--- src/rtl/keypad_scan_4x4.sv ---
`timescale 1ns/1ps
// keypad_scan_4x4
// Scans a 4x4 matrix keypad and reports one debounced key at a time.
// Columns are driven active-low, one at a time. Rows are sampled once per
// column slot, on the last cycle of the slot (the "tick").
//
// Optional feature: define KEY_REPEAT_EN to re-pulse key_valid every
// REPEAT_TICKS ticks while the accepted key stays held.
//
// Ports:
//   clk        system clock
//   rst        asynchronous reset, active low
//   row[3:0]   keypad rows, active low (pulled up externally)
//   col[3:0]   keypad column drive, active low, exactly one bit low
//   press      high while an accepted key is held
//   key_code   row_index*4 + col_index of the last accepted key
//   key_valid  one-cycle strobe on each newly accepted key (and repeats)
module keypad_scan_4x4 #(
  parameter int SCAN_DIV     = 4,
  parameter int STABLE_CNT   = 3,
  parameter int REPEAT_TICKS = 8
) (
  input  logic       clk,
  input  logic       rst,
  input  logic [3:0] row,
  output logic [3:0] col,
  output logic       press,
  output logic [3:0] key_code,
  output logic       key_valid
);

  localparam int DIV_W = $clog2(SCAN_DIV);
  localparam int STB_W = $clog2(STABLE_CNT + 1);

  localparam logic [1:0] ST_SCAN     = 2'd0;
  localparam logic [1:0] ST_DEBOUNCE = 2'd1;
  localparam logic [1:0] ST_HOLD     = 2'd2;

  // Lowest-numbered low row wins when several rows are pulled down.
  function automatic logic [1:0] first_low_row(input logic [3:0] r);
    logic [1:0] idx;
    idx = 2'd3;
    for (int i = 3; i >= 0; i--) begin
      if (!r[i]) begin
        idx = 2'(i);
      end
    end
    return idx;
  endfunction

  // Active-low one-cold column drive for a column index.
  function automatic logic [3:0] col_drive(input logic [1:0] idx);
    logic [3:0] c;
    case (idx)
      2'd0:    c = 4'b1110;
      2'd1:    c = 4'b1101;
      2'd2:    c = 4'b1011;
      2'd3:    c = 4'b0111;
      default: c = 4'b1110;
    endcase
    return c;
  endfunction

  logic [1:0]       state_r, state_s;
  logic [DIV_W-1:0] div_r, div_s;
  logic [STB_W-1:0] stable_r, stable_s, stable_inc_s;
  logic [1:0]       col_idx_r, col_idx_s;
  logic [1:0]       row_idx_r, row_idx_s;
  logic [3:0]       col_r;
  logic             press_r, press_s;
  logic [3:0]       key_code_r, key_code_s;
  logic             key_valid_r, key_valid_s;
  logic             tick_s;
  logic             rowhit_s;
  logic [1:0]       hit_idx_s;

`ifdef KEY_REPEAT_EN
  localparam int RPT_W = $clog2(REPEAT_TICKS + 1);
  logic [RPT_W-1:0] rpt_r, rpt_s, rpt_inc_s;
  assign rpt_inc_s = rpt_r + 1'b1;
`else
  logic unused_repeat_s;
  assign unused_repeat_s = (REPEAT_TICKS > 0);
`endif

  // Rows are read straight from the pins; a marginal sample only costs one
  // extra debounce round because acceptance needs STABLE_CNT agreeing ticks.
  assign tick_s       = (div_r == DIV_W'(SCAN_DIV - 1));
  assign rowhit_s     = (row != 4'b1111);
  assign hit_idx_s    = first_low_row(row);
  assign stable_inc_s = stable_r + 1'b1;

  // Next-state logic; apart from the divider, nothing moves off a tick.
  always_comb begin
    state_s     = state_r;
    div_s       = tick_s ? {DIV_W{1'b0}} : div_r + 1'b1;
    stable_s    = stable_r;
    col_idx_s   = col_idx_r;
    row_idx_s   = row_idx_r;
    press_s     = press_r;
    key_code_s  = key_code_r;
    key_valid_s = 1'b0;
`ifdef KEY_REPEAT_EN
    rpt_s       = rpt_r;
`endif
    if (tick_s) begin
      case (state_r)
        ST_SCAN: begin
          if (rowhit_s) begin
            row_idx_s = hit_idx_s;
            if (STABLE_CNT == 1) begin
              state_s     = ST_HOLD;
              stable_s    = {STB_W{1'b0}};
              press_s     = 1'b1;
              key_valid_s = 1'b1;
              key_code_s  = {hit_idx_s, col_idx_r};
`ifdef KEY_REPEAT_EN
              rpt_s       = {RPT_W{1'b0}};
`endif
            end else begin
              state_s  = ST_DEBOUNCE;
              stable_s = STB_W'(1);
            end
          end else begin
            col_idx_s = col_idx_r + 2'd1;
          end
        end
        ST_DEBOUNCE: begin
          if (rowhit_s && (hit_idx_s == row_idx_r)) begin
            if (stable_inc_s == STB_W'(STABLE_CNT)) begin
              state_s     = ST_HOLD;
              stable_s    = {STB_W{1'b0}};
              press_s     = 1'b1;
              key_valid_s = 1'b1;
              key_code_s  = {row_idx_r, col_idx_r};
`ifdef KEY_REPEAT_EN
              rpt_s       = {RPT_W{1'b0}};
`endif
            end else begin
              stable_s = stable_inc_s;
            end
          end else begin
            // Bounce or a different row: give up and move past this column.
            stable_s  = {STB_W{1'b0}};
            state_s   = ST_SCAN;
            col_idx_s = col_idx_r + 2'd1;
          end
        end
        ST_HOLD: begin
`ifdef KEY_REPEAT_EN
          if (!row[row_idx_r]) begin
            key_valid_s = (rpt_inc_s == RPT_W'(REPEAT_TICKS));
            rpt_s       = key_valid_s ? {RPT_W{1'b0}} : rpt_inc_s;
          end else begin
            rpt_s = rpt_r;
          end
`endif
          // Any low row in the frozen column (same key or another key in
          // that column) keeps the hold alive.
          if (rowhit_s) begin
            stable_s = {STB_W{1'b0}};
          end else if (stable_inc_s == STB_W'(STABLE_CNT)) begin
            state_s   = ST_SCAN;
            stable_s  = {STB_W{1'b0}};
            press_s   = 1'b0;
            col_idx_s = 2'd0;
            div_s     = {DIV_W{1'b0}};
`ifdef KEY_REPEAT_EN
            rpt_s     = {RPT_W{1'b0}};
`endif
          end else begin
            stable_s = stable_inc_s;
          end
        end
        default: begin
          state_s   = ST_SCAN;
          stable_s  = {STB_W{1'b0}};
          col_idx_s = 2'd0;
          press_s   = 1'b0;
        end
      endcase
    end else begin
      state_s = state_r;
    end
  end

  // State and output registers, cleared asynchronously by rst.
  always_ff @(posedge clk or negedge rst) begin
    if (!rst) begin
      state_r     <= ST_SCAN;
      div_r       <= {DIV_W{1'b0}};
      stable_r    <= {STB_W{1'b0}};
      col_idx_r   <= 2'd0;
      row_idx_r   <= 2'd0;
      col_r       <= 4'b1110;
      press_r     <= 1'b0;
      key_code_r  <= 4'd0;
      key_valid_r <= 1'b0;
`ifdef KEY_REPEAT_EN
      rpt_r       <= {RPT_W{1'b0}};
`endif
    end else begin
      state_r     <= state_s;
      div_r       <= div_s;
      stable_r    <= stable_s;
      col_idx_r   <= col_idx_s;
      row_idx_r   <= row_idx_s;
      col_r       <= col_drive(col_idx_s);
      press_r     <= press_s;
      key_code_r  <= key_code_s;
      key_valid_r <= key_valid_s;
`ifdef KEY_REPEAT_EN
      rpt_r       <= rpt_s;
`endif
    end
  end

  assign col       = col_r;
  assign press     = press_r;
  assign key_code  = key_code_r;
  assign key_valid = key_valid_r;

endmodule

--- config.mk ---
export PLATFORM = sky130hd
export DESIGN_NAME = keypad_scan_4x4
export DESIGN_NICKNAME = d
export VERILOG_FILES = /design/src/rtl/keypad_scan_4x4.sv
export SDC_FILE = /design/constraint.sdc
export NUM_CORES = 1
export LEC_CHECK = 0
export BUFFER_PORTS_ARGS = -buffer_cell sky130_fd_sc_hd__clkbuf_2
export CAP_MARGIN = 40
export CORE_MARGIN = 5
export CORE_UTILIZATION = 50
export CTS_BUF_LIST = sky130_fd_sc_hd__clkbuf_8
export DETAILED_ROUTE_END_ITERATION = 10
export PLACE_DENSITY = 0.71
export SETUP_SLACK_MARGIN = 0.1
export SLEW_MARGIN = 20
export SYNTH_ARGS = -nofsm -noshare
export SYNTH_HDL_FRONTEND = slang
export SYNTH_SLANG_ARGS = --single-unit
--- constraint.sdc ---
create_clock -name clk -period 3.1 [get_ports clk]
set_input_delay 0 -clock clk [delete_from_list [all_inputs] [get_ports clk]]
set_output_delay 0 -clock clk [all_outputs]
set_load 0.02 [all_outputs]
==> results by group <==
Setup path
  • Reg2reg setup slack: 1.19 ns
  • Worst r2r src: row_idx_r[0]$_DFFE_PN0P_
  • CP endpoint: key_code[0]$_DFFE_PN0P_
  • R2r endpoint: key_code[0]$_DFFE_PN0P_
  • Max Fanout on Critical Path: 9
  • Worst reg2reg path depth: 5
  • Cells along the critical path: and3b_4 -> o221a_4 -> o2bb2ai_2 -> and3_1 -> mux2_4
  • Worst Setup Path Type: register to register
  • WP buf/inv: 0
  • Worst path depth: 5
  • WP data required: 3.25 ns
  • Crit path launch: row_idx_r[0]$_DFFE_PN0P_
  • Slowest CP cell: dfrtp_1
  • CP Launch Type: register
  • Worst Setup End Kind: register
  • Crit path DAT: 2.06 ns
  • CP top delay family: simple AND/OR/NAND/NOR gates
  • CP peak stage delay: 0.49 ns

Timing
  • Final Hold Vio Count: 0
  • Unrepaired setup endpoints after global routing: false
  • Slew Viols, Final: 0
  • Worst Max-Slew Pin Slew: 0.476 ns
  • Clock skew: 0.00205 ns
  • Final setup violation count: 0
  • Min Tclk post-route: 1.91 ns
  • Slew HR: 68.3%
  • Post-Route Setup TNS: 0 ns
  • FMAX: 0.525 GHz
  • Period utilization: 61.5%

CTS
  • Clock buffer depth: 2
  • Worst skew pair latency: 0.26 ns
  • CTS buffer count: 3
  • Cts repair resizes: 0
  • CTS tree: yes
  • Post CTS Setup Buffer Count: 0
  • Clock slew at reported path FFs: 0.08 ns
  • CTS root buffer: clkbuf_8
  • Sink Count: 20
  • Htree depth: 1

Run
  • Max-Cap Viols: 0

Drt
  • First-iteration detailed-routing DRC count: 13
  • DRT Pass-1 Iters: 4
  • Vias per cell: 5.74
  • Final ANT Viol Nets: 0
  • Vias post-DR: 815
  • DRC viols: 0
  • Routed length per instance: 14.8 µm
  • Drt total wl: 2.10 mm

Floorplanning
  • IO Pins: 16
  • Initial Util: 53.4%
  • Core footprint: 0.00200 mm²
  • Die W: 56.3 µm
  • Die H: 56.3 µm
  • Num rows: 16
  • Die area: 0.00316 mm²

Synth
  • Net Count, Synth: 108
  • Avg Cell Area, Syn: 10.6 µm²
  • Post-synth EDFFs: 0
  • FFs w/ async S/R, synth: 100%
  • Number of synthesized register bits: 20
  • YS warnings: 0
  • Mapped Area: 0.00107 mm²
  • Post-synthesis sequential area ratio: 47.1%
  • Synth unique cells: 41
  • Cells after synthesis: 101
  • Most used DFF post-synth: dfrtp_1

Cells and area
  • Layout cells sized above 1: 29.6%
  • Antenna cells: 0
  • Area grow syn2layout: 14.7%
  • Nets: 123
  • Final Non-Filler Cells: 142

Placed design
  • Dpl cells: 137
  • Hpwl dp: 1.51 mm
  • PortBufs: 15
  • Placer Congestion: 0.838

Global route
  • Global route overflow: 0
  • Gr busiest metal: met2
  • Vias in the first global route: 740
  • All-Layer GR Usage: 15.0%
  • First-pass GRT wire length: 3.71 mm
  • Initial antenna violation count: 0
  • Met1 GRT Util: 21.1%
  • Met3 Use GR: 3.90%
  • Largest net degree at the start of global routing: 21
  • GR Util met2: 21.2%

Power
  • Clock network power share: 25.7%
  • Leakage: 0.561 nW
  • Part of the power in registers: 43.9%
  • Internal power: 662 µW
  • Power per Cell Area: 829 mW/mm²
  • Switching Fraction: 35.0%
  • VDD IR max: 542 µV
  • P_sw: 356 µW
  • Combinational share of power: 30.4%

Min path
  • Hold Path Origin: row[1]
  • Hold Path Class: input port to register

Status
  • Outcome: finished clean
==> stage by stage <==
step | hold WS [ns] | util [%] | setup WS, ns | cell area [µm²] | total power, mW
finish | 0.0765 | 61.3 | 1.19 | 1230 | 1.02
global route | 0.120 | 61.3 | 1.08 | 1230 | 1.09
CTS | 0.0711 | 61.3 | 1.19 | 1230 | 1.03
global placement | -0.0265 | 57.3 | 1.28 | 1150 | 0.751
detailed placement | -0.0165 | 57.3 | 1.21 | 1150 | 0.762
floorplan | -0.296 | - | 1.42 | 1070 | 0.669
==> area by class of cell <==
type,instances,area (µm²)
flip-flops and latches,20,504
fillers,160,774
well taps,27,33.8
clock buffers,3,41.3
clock inverters,1,30.0
multi-input cells,72,522
inverters,3,11.3
repair buffers,16,85.1
==> power groups by stage <==
| stage | clock network (mW) | registers, mW | logic [mW] |
|---|---|---|---|
| 3_5_place_dp | 0 | 0.451 | 0.311 |
| 3_3_place_gp | 0 | 0.445 | 0.306 |
| 4_1_cts | 0.267 | 0.446 | 0.313 |
| 2_1_floorplan | 0 | 0.451 | 0.218 |
| 5_1_grt | 0.279 | 0.464 | 0.342 |
| 6_report | 0.262 | 0.447 | 0.309 |
==> cell usage in the layout, fill, tap and decap left out, drive strengths merged <==
cell type / netlist / layout
ha: 1 / 1
dlygate4sd3: 0 / 1
a32oi: 1 / 1
nand2b: 4 / 4
o32a: 2 / 2
bufinv: 0 / 1
nand3b: 3 / 3
inv: 3 / 3
or2: 2 / 2
nand2: 7 / 7
o31a: 1 / 1
o21a: 1 / 1
nand4: 2 / 2
a211oi: 1 / 1
a21o: 2 / 2
nand3: 2 / 2
mux2: 5 / 5
and3: 3 / 3
nor2b: 2 / 2
o31ai: 2 / 2
a221oi: 1 / 1
o211ai: 3 / 3
nand4bb: 1 / 1
nor2: 9 / 9
a211o: 1 / 1
o22ai: 1 / 1
a21boi: 1 / 1
o21ai: 7 / 7
and3b: 1 / 1
a21oi: 1 / 1
o2bb2ai: 1 / 1
clkbuf: 3 / 18
or2b: 1 / 1
a31o: 1 / 1
dfrtp: 17 / 17
dfstp: 3 / 3
o221a: 1 / 1
o2111ai: 1 / 1
==> Yosys cell counts, types with 2 or more instances <==
library cell,n,share of area (%)
or2_2,2,1.2
nor2_1,9,3.2
nand4_1,2,1.2
o211ai_1,3,2.1
buf_2,2,0.94
a21o_1,2,1.4
nor2b_1,2,1.2
nand3b_1,3,2.1
mux2_4,4,5.6
o31ai_1,2,1.4
clkbuf_1,3,1.1
o21ai_0,5,2.3
nand2b_1,4,2.3
nand3_1,2,0.94
dfstp_2,3,7.4
dfrtp_1,17,40
and3_1,3,1.8
inv_1,3,1.1
nand2_1,7,2.5
o32a_1,2,1.9
==> how the worst min path moves through the flow <==
stage | end | slack, ns | cells after the start
6_report | row_idx_r[1]$_DFFE_PN0P_ | 0.08 | 3
5_1_grt | row_idx_r[0]$_DFFE_PN0P_ | 0.12 | 3
4_1_cts | row_idx_r[1]$_DFFE_PN0P_ | 0.07 | 3
3_5_place_dp | key_code[0]$_DFFE_PN0P_ | -0.02 | 1
3_3_place_gp | stable_r[1]$_DFFE_PN0P_ | -0.03 | 1
2_1_floorplan | col[0]$_DFF_PN0_ | -0.30 | 0
==> logic make-up (layout without fill, tap and decap cells) <==
| family | count (synthesis) | count (layout) | synth area share (%) |
|---|---|---|---|
| mux | 5 | 5 | 6.67 |
| simple gates | 37 | 37 | 19.2 |
| buf+inv | 9 | 23 | 4.09 |
| compound gates | 29 | 29 | 21.8 |
| flops | 20 | 20 | 47.1 |
| fa+ha+maj | 1 | 1 | 1.17 |
==> per-layer routing <==
layer | up-vias | wire length (µm)
li1 | 395 | -
met1 | 400 | 1020
met2 | 16 | 940
met3 | 4 | 93
met4 | 0 | 42
met5 | - | 0
==> tightest hold or removal path, delay by kind of cell <==
kind	cells	cell delay [ns]
simple gates	1	0.07
compound gates	1	0.07
buf+inv	1	0.15
==> timing repair <==
| item | in CTS | in global routing |
|---|---|---|
| endpoints found under the hold margin | 17 | 0 |
| hold buffers | 1 | 0 |
| setup endpoints to repair | 0 | 0 |
==> sequential cells by signal, indices dropped and copies added, names as in the netlist <==
register and flops:
row_idx_r 2, press 1, div_r 2, key_valid 1, stable_r 2, col 4
col_idx_r 2, key_code 4, state_r 2
Note: power is estimated with default switching activity, not from simulation.
